$ cat config.mk
export PLATFORM = sky130hd
export DESIGN_NAME = mems_dac_spi
export DESIGN_NICKNAME = d
export VERILOG_FILES = /design/src/rtl/mems_spi_pkg.sv /design/src/rtl/mems_spi_clkgen.sv /design/src/rtl/mems_dac_spi.sv
export SDC_FILE = /design/constraint.sdc
export NUM_CORES = 1
export LEC_CHECK = 0
export CORE_UTILIZATION = 49
export CTS_BUF_LIST = sky130_fd_sc_hd__clkbuf_4 sky130_fd_sc_hd__clkbuf_8
export DETAILED_ROUTE_END_ITERATION = 6
export GPL_ROUTABILITY_DRIVEN = 0
export PLACE_DENSITY = 0.77
export SYNTH_ARGS = -nofsm -noshare
export SYNTH_HDL_FRONTEND = slang
export SYNTH_SLANG_ARGS = --single-unit
$ cat constraint.sdc
create_clock -name clk -period 1.6 [get_ports clk]
set_input_delay 0.24 -clock clk [delete_from_list [all_inputs] [get_ports clk]]
set_output_delay 0.24 -clock clk [all_outputs]
set_load 0.005 [all_outputs]
$ cat src/rtl/mems_spi_pkg.sv
// Shared definitions for the MEMS mirror DAC SPI link; the DAC field layout is also used by the ROM generator.
// The LDAC state is only part of the enum when MEMS_SPI_LDAC_EN is defined.
package mems_spi_pkg;

`ifdef MEMS_SPI_LDAC_EN
   typedef enum logic [2:0] {ST_IDLE, ST_LOAD, ST_SHIFT, ST_HOLD, ST_GAP, ST_LDAC} spi_state_t;
`else
   typedef enum logic [2:0] {ST_IDLE, ST_LOAD, ST_SHIFT, ST_HOLD, ST_GAP} spi_state_t;
`endif

   localparam int DEF_WORD_BITS = 24;

   localparam int CMD_MSB  = 21;
   localparam int CMD_LSB  = 19;
   localparam int ADDR_MSB = 18;
   localparam int ADDR_LSB = 16;
   localparam int DATA_MSB = 15;
   localparam int DATA_LSB = 0;

   localparam logic [2:0] CMD_WRITE_UPDATE = 3'b011;
   localparam logic [2:0] CMD_RESET        = 3'b101;
   localparam logic [2:0] CMD_REF_SETUP    = 3'b111;

   function automatic logic [DEF_WORD_BITS-1:0] dac_word(input logic [2:0]  cmd,
                                                         input logic [2:0]  addr,
                                                         input logic [15:0] data);
      logic [DEF_WORD_BITS-1:0] w;
      w = '0;
      w[CMD_MSB:CMD_LSB]   = cmd;
      w[ADDR_MSB:ADDR_LSB] = addr;
      w[DATA_MSB:DATA_LSB] = data;
      return w;
   endfunction

endpackage

$ cat src/rtl/mems_spi_clkgen.sv
// sclk phase divider: CLK_DIV cycles high then CLK_DIV cycles low while enabled.
// rise_tick/fall_tick flag the last cycle of a low/high phase, so the edge lands on the next clock.
module mems_spi_clkgen #(
   parameter int CLK_DIV = 2
) (
   input  logic clk,
   input  logic rst,
   input  logic en,
   output logic rise_tick,
   output logic fall_tick
);

   localparam int CW = $clog2(CLK_DIV + 1);
   localparam logic [CW-1:0] RELOAD = CW'(CLK_DIV - 1);

   logic [CW-1:0] cnt;
   logic          hi;

   // Disabled means parked at the start of a high phase, ready for the next frame.
   always_ff @(posedge clk) begin
      if (rst || !en) begin
         cnt <= RELOAD;
         hi  <= 1'b1;
      end else if (cnt == '0) begin
         cnt <= RELOAD;
         hi  <= ~hi;
      end else begin
         cnt <= cnt - CW'(1);
      end
   end

   assign fall_tick = en && hi && (cnt == '0);
   assign rise_tick = en && !hi && (cnt == '0);

endmodule

$ cat src/rtl/mems_dac_spi.sv
// 3-wire SPI transmitter for the quad 16-bit MEMS mirror DAC: one ROM word per start pulse, MSB first.
// Define MEMS_SPI_LDAC_EN to add an ldac_n strobe after each frame for simultaneous channel update.
//  state | meaning
//  IDLE  | link idle, waiting for start
//  LOAD  | capture ROM word, arm bit counter
//  SHIFT | sync_n low, WORD_BITS sclk periods
//  HOLD  | sclk high after last bit, sync_n low
//  GAP   | sync_n high for GAP cycles
//  LDAC  | ldac_n low for CLK_DIV cycles
module mems_dac_spi
   import mems_spi_pkg::*;
#(
   parameter int CLK_DIV   = 2,
   parameter int WORD_BITS = DEF_WORD_BITS,
   parameter int GAP       = 2
) (
   input  logic                 clk,
   input  logic                 rst,
   input  logic                 start,
   input  logic [WORD_BITS-1:0] data_in,
   output logic                 busy,
   output logic                 done,
   output logic                 sync_n,
   output logic                 sclk,
   output logic                 mosi,
   output logic                 ldac_n
);

   localparam int BC_W = $clog2(WORD_BITS + 1);
   localparam int TW   = $clog2(((GAP > CLK_DIV) ? GAP : CLK_DIV) + 1);

   spi_state_t           state, state_nxt;
   logic [WORD_BITS-1:0] sreg, sreg_nxt;
   logic [BC_W-1:0]      bit_cnt, bit_cnt_nxt;
   logic [TW-1:0]        tmr, tmr_nxt;
   logic                 busy_nxt, done_nxt, sync_n_nxt, sclk_nxt, mosi_nxt;
   logic                 rise_tick, fall_tick;
   logic                 clk_en;

   assign clk_en = (state == ST_SHIFT) || (state == ST_HOLD);

   mems_spi_clkgen #(.CLK_DIV(CLK_DIV)) u_clkgen (
      .clk       (clk),
      .rst       (rst),
      .en        (clk_en),
      .rise_tick (rise_tick),
      .fall_tick (fall_tick)
   );

`ifdef MEMS_SPI_LDAC_EN
   logic ldac_n_nxt;
`endif

   always_comb begin
      state_nxt   = state;
      sreg_nxt    = sreg;
      bit_cnt_nxt = bit_cnt;
      tmr_nxt     = tmr;
      sync_n_nxt  = sync_n;
      sclk_nxt    = sclk;
      mosi_nxt    = mosi;
`ifdef MEMS_SPI_LDAC_EN
      ldac_n_nxt  = 1'b1;
`endif
      case (state)
         ST_IDLE: begin
            sync_n_nxt = 1'b1;
            sclk_nxt   = 1'b1;
            mosi_nxt   = 1'b0;
            if (start) state_nxt = ST_LOAD;
         end
         ST_LOAD: begin
            sreg_nxt    = data_in;
            bit_cnt_nxt = BC_W'(WORD_BITS);
            sync_n_nxt  = 1'b0;
            sclk_nxt    = 1'b1;
            mosi_nxt    = data_in[WORD_BITS-1];
            state_nxt   = ST_SHIFT;
         end
         ST_SHIFT: begin
            if (fall_tick) sclk_nxt = 1'b0;
            // New data goes out with the rising edge so it is stable around the next fall.
            if (rise_tick) begin
               sclk_nxt    = 1'b1;
               sreg_nxt    = sreg << 1;
               mosi_nxt    = sreg_nxt[WORD_BITS-1];
               bit_cnt_nxt = bit_cnt - BC_W'(1);
               if (bit_cnt == BC_W'(1)) state_nxt = ST_HOLD;
            end
         end
         ST_HOLD: begin
            if (fall_tick) begin
               sync_n_nxt = 1'b1;
               mosi_nxt   = 1'b0;
               tmr_nxt    = TW'(GAP - 1);
               state_nxt  = ST_GAP;
            end
         end
         ST_GAP: begin
            if (tmr == '0) begin
`ifdef MEMS_SPI_LDAC_EN
               tmr_nxt    = TW'(CLK_DIV - 1);
               ldac_n_nxt = 1'b0;
               state_nxt  = ST_LDAC;
`else
               state_nxt  = ST_IDLE;
`endif
            end else begin
               tmr_nxt = tmr - TW'(1);
            end
         end
`ifdef MEMS_SPI_LDAC_EN
         ST_LDAC: begin
            if (tmr == '0) begin
               state_nxt = ST_IDLE;
            end else begin
               ldac_n_nxt = 1'b0;
               tmr_nxt    = tmr - TW'(1);
            end
         end
`endif
         default: state_nxt = ST_IDLE;
      endcase
      busy_nxt = (state_nxt != ST_IDLE);
      done_nxt = (state_nxt == ST_IDLE) && (state != ST_IDLE);
   end

   always_ff @(posedge clk) begin
      if (rst) begin
         state   <= ST_IDLE;
         sreg    <= '0;
         bit_cnt <= '0;
         tmr     <= '0;
         busy    <= 1'b0;
         done    <= 1'b0;
         sync_n  <= 1'b1;
         sclk    <= 1'b1;
         mosi    <= 1'b0;
      end else begin
         state   <= state_nxt;
         sreg    <= sreg_nxt;
         bit_cnt <= bit_cnt_nxt;
         tmr     <= tmr_nxt;
         busy    <= busy_nxt;
         done    <= done_nxt;
         sync_n  <= sync_n_nxt;
         sclk    <= sclk_nxt;
         mosi    <= mosi_nxt;
      end
   end

`ifdef MEMS_SPI_LDAC_EN
   always_ff @(posedge clk) begin
      if (rst) ldac_n <= 1'b1;
      else     ldac_n <= ldac_n_nxt;
   end
`else
   assign ldac_n = 1'b1;
`endif

endmodule

==> results of run 1 <==
-- kinds of logic after synthesis --
| kind of cell | after synthesis |
|---|---|
| compound gates | 48 |
| xor+xnor | 4 |
| fa+ha+maj | 4 |
| buf+inv | 27 |
| flops | 41 |
| mux | 22 |
| other cells | 1 |
| simple gates | 60 |
-- cells in the mapped netlist (2+ instances only) --
library cell	count	area share
a21oi_1	10	0.025
buf_6	4	0.023
inv_1	9	0.017
buf_2	3	0.0075
xor2_1	4	0.018
a211oi_2	12	0.075
buf_8	2	0.015
a31oi_1	2	0.0063
mux2i_1	22	0.11
nor2_1	32	0.060
or4b_1	2	0.010
nand2b_1	5	0.016
dfxtp_1	41	0.41
buf_4	2	0.0075
a211oi_1	12	0.045
o21ai_0	5	0.013
nor4_1	2	0.0063
clkbuf_1	7	0.013
ha_1	4	0.025
nand3_1	2	0.0050
nor3_1	4	0.010
nand2_1	3	0.0056
-- worst max path at each step --
| stage | to | slack (ns) | cells after the start |
|---|---|---|---|
| 2_1_floorplan | sreg[2] | 0.03 | 7 |
| 3_3_place_gp | sreg[11] | 0.12 | 7 |
| 3_5_place_dp | sreg[17] | 0.04 | 7 |
| 4_1_cts | sreg[17] | 0.02 | 7 |
| 5_1_grt | busy | -0.007 | 6 |
| 6_report | busy | 0.07 | 5 |
-- sequential cells by signal, indices dropped and copies added, names as in the netlist --
| name | cells |
|---|---|
| bit_cnt | 5 |
| busy | 1 |
| done | 1 |
| mosi | 1 |
| sclk | 1 |
| sreg | 23 |
| state | 3 |
| sync_n | 1 |
| tmr | 2 |
| u_clkgen.cnt | 2 |
| u_clkgen.hi | 1 |
-- power breakdown --
group	internal [mW]	switching (mW)	total, mW
Clock	0.319	0.341	0.661
Combinational	0.232	0.200	0.432
Sequential	1.09	0.0449	1.14
Total	1.64	0.586	2.23
-- critical path: stages (launching register included) --
cell	delay [ns]
dfxtp_1	0.40
ha_1	0.17
or4b_4	0.48
nor4_4	0.18
a21oi_1	0.10
a31oi_1	0.14
-- per-layer routing --
layer  vias to the layer above  wire (um)  global-route usage
met5                         -          0                   0
met4                         0         23              0.0598
met3                         2        185              0.0569
met2                        44       1930               0.320
met1                       775       1850               0.233
li1                        799          -                   -
-- cell type report --
cell class / instances / area [um2]
Tap cell: 48 / 60.1
Clock inverter: 2 / 10.0
Sequential cell: 41 / 821
Fill cell: 297 / 1270
Inverter: 9 / 33.8
Multi-Input combinational cell: 139 / 1040
Timing Repair Buffer: 44 / 463
Clock buffer: 6 / 76.3
-- per-stage QoR --
step                utilization  total power [mW]  hold WS, ns  cell area, um2  cells
finish                    0.664              2.23        0.492            2500    289
global route              0.664              2.34        0.525            2500    289
CTS                       0.649              2.22        0.492            2450    288
detailed placement        0.626              1.57        0.473            2360    280
global placement          0.626              1.56        0.465            2360    280
floorplan                     -              1.44        0.344            1990    207
-- what timing repair did --
action                                  CTS  global route
endpoints found under the setup margin    0            23
resized for setup                         0             7
hold buffers                              0             0
hold endpoints to repair                  0             0
==> flow_metrics.py, run 1 <==
metrics = {
    "die": {
        "die_x_um": 65.8,
        "dieHeight_um": 65.8,
        "num_rows": 22,
        "core_mm2": 0.00377,
        "start_util": 0.529,
        "pin_count": 33,
        "die_area_mm2": 0.00433,
    },
    "clocking": {
        "cts_root_buf": "clkbuf_8",
        "tritoncts": "built",
        "htreeDepth": 2,
        "clkTransAtPathRegs_ns": 0.07,
        "clock_latency_ns": 0.29,
        "cts_num_sinks": 41,
        "post_cts_buffers": 0,
        "cts_buffer_depth": 2,
        "cts_buffers": 5,
    },
    "synth": {
        "synth_edf_count": 0,
        "synth_area_mm2": 0.00199,
        "yosysWarnings": 0,
        "synthesis.nets": 238,
        "yosys.area_share.simple": 0.157,
        "synth_compound_area_frac": 0.193,
        "synth_top_family_by_area": "compound AO/OA/AOI/OAI gates",
        "synth-seq-cells": 41,
        "postSynthAreaPerCell_um2": 9.63,
        "async_reset_ff_frac": 0,
        "ys.flop_type": "dfxtp_1",
        "syn_inst": 207,
        "ys_seq_area_frac": 0.412,
        "synth-xor-area-share": 0.0176,
        "synth_adder_area_share": 0.0251,
        "muxShareOfSynthArea": 0.110,
        "ys_types": 40,
    },
    "worst_hold_path": {
        "hp-class": "reg2reg",
        "hold_end": "u_clkgen.cnt[0]",
        "hold_depth": 2,
        "min-delay-start": "u_clkgen.cnt[0]",
    },
    "outcome": {
        "outcome": "finished, final reports clean",
    },
    "power": {
        "peakVddDrop_mv": 0.572,
        "powerDensity_mw_per_mm2": 891,
        "p_leak_nw": 1.04,
    },
    "placed_design": {
        "hpwl_mm": 2.61,
        "io_buffer_count": 31,
        "pre_cts_ws_ns": 0.0412,
    },
    "critical_path": {
        "crit_type": "reg2reg",
        "r2r-end": "busy",
        "r2r-start": "bit_cnt[0]",
        "end_kind": "flip-flop",
        "rrSetupSlack_ns": 0.07,
        "crit_required_ns": 1.82,
        "cp.arrival_ns": 1.75,
        "r2r_cells": 5,
        "crit_fanout": 5,
        "critPathLaunch": "bit_cnt[0]",
        "startpoint_type": "flip-flop",
    },
    "layout": {
        "mostFrequentLayoutCells": "dfxtp_1, nor2_1, clkdlybuf4s50_1, mux2i_1, a211oi_2",
        "final_nets": 271,
        "final_common_cell": "dfxtp_1",
        "num_antenna_cells": 0,
        "area.growth.synth_to_final_pct": 25.5,
        "layout-drive-gt1-share": 0.170,
    },
    "timing": {
        "max_freq_mhz": 654,
        "fin_crit_ns": 1.53,
        "setup_slack_ns": 0.0715,
        "finClkSkew_ns": 0.00259,
        "hold_violations": 0,
        "setup_viol": 0,
        "report.final.slew_viol_count": 0,
        "period_share": 0.955,
        "finalSetupTns_ns": 0,
    },
    "route": {
        "finalWirelength_mm": 3.99,
        "drt_pass1_iterations": 4,
        "wl_per_cell_um": 13.8,
        "vias_per_cell": 5.61,
        "drt_first_iter_violations": 128,
        "vias": 1620,
        "ant_nets": 0,
        "route.detailed.drc": 0,
    },
    "global_route": {
        "overflow": 0,
        "grt_pass1_vias": 1469,
        "track_usage": 0.191,
        "grt_pass1_wl_mm": 6.35,
        "grt_max_degree": 45,
        "antenna_found_initial": 0,
    },
    "job": {
        "drv_cap": 0,
    },
}
No activity file was read; power rests on OpenSTA's default activity.
==> inputs of run 2 (changes only) <==
--- a/config.mk
+++ b/config.mk
@@ -10,6 +10,7 @@
 export DETAILED_ROUTE_END_ITERATION = 6
 export GPL_ROUTABILITY_DRIVEN = 0
 export PLACE_DENSITY = 0.77
+export SKIP_CTS_REPAIR_TIMING = 1
 export SYNTH_ARGS = -nofsm -noshare
 export SYNTH_HDL_FRONTEND = slang
 export SYNTH_SLANG_ARGS = --single-unit
==> results of run 2 <==
No change in the layout: final DEF, timing and power equal those of run 1.
==> inputs of run 3 (changes only) <==
--- a/config.mk
+++ b/config.mk
@@ -5,6 +5,7 @@
 export SDC_FILE = /design/constraint.sdc
 export NUM_CORES = 1
 export LEC_CHECK = 0
+export CAP_MARGIN = 20
 export CORE_UTILIZATION = 49
 export CTS_BUF_LIST = sky130_fd_sc_hd__clkbuf_4 sky130_fd_sc_hd__clkbuf_8
 export DETAILED_ROUTE_END_ITERATION = 6
==> results of run 3 <==
No change in the layout: final DEF, timing and power equal those of run 1.
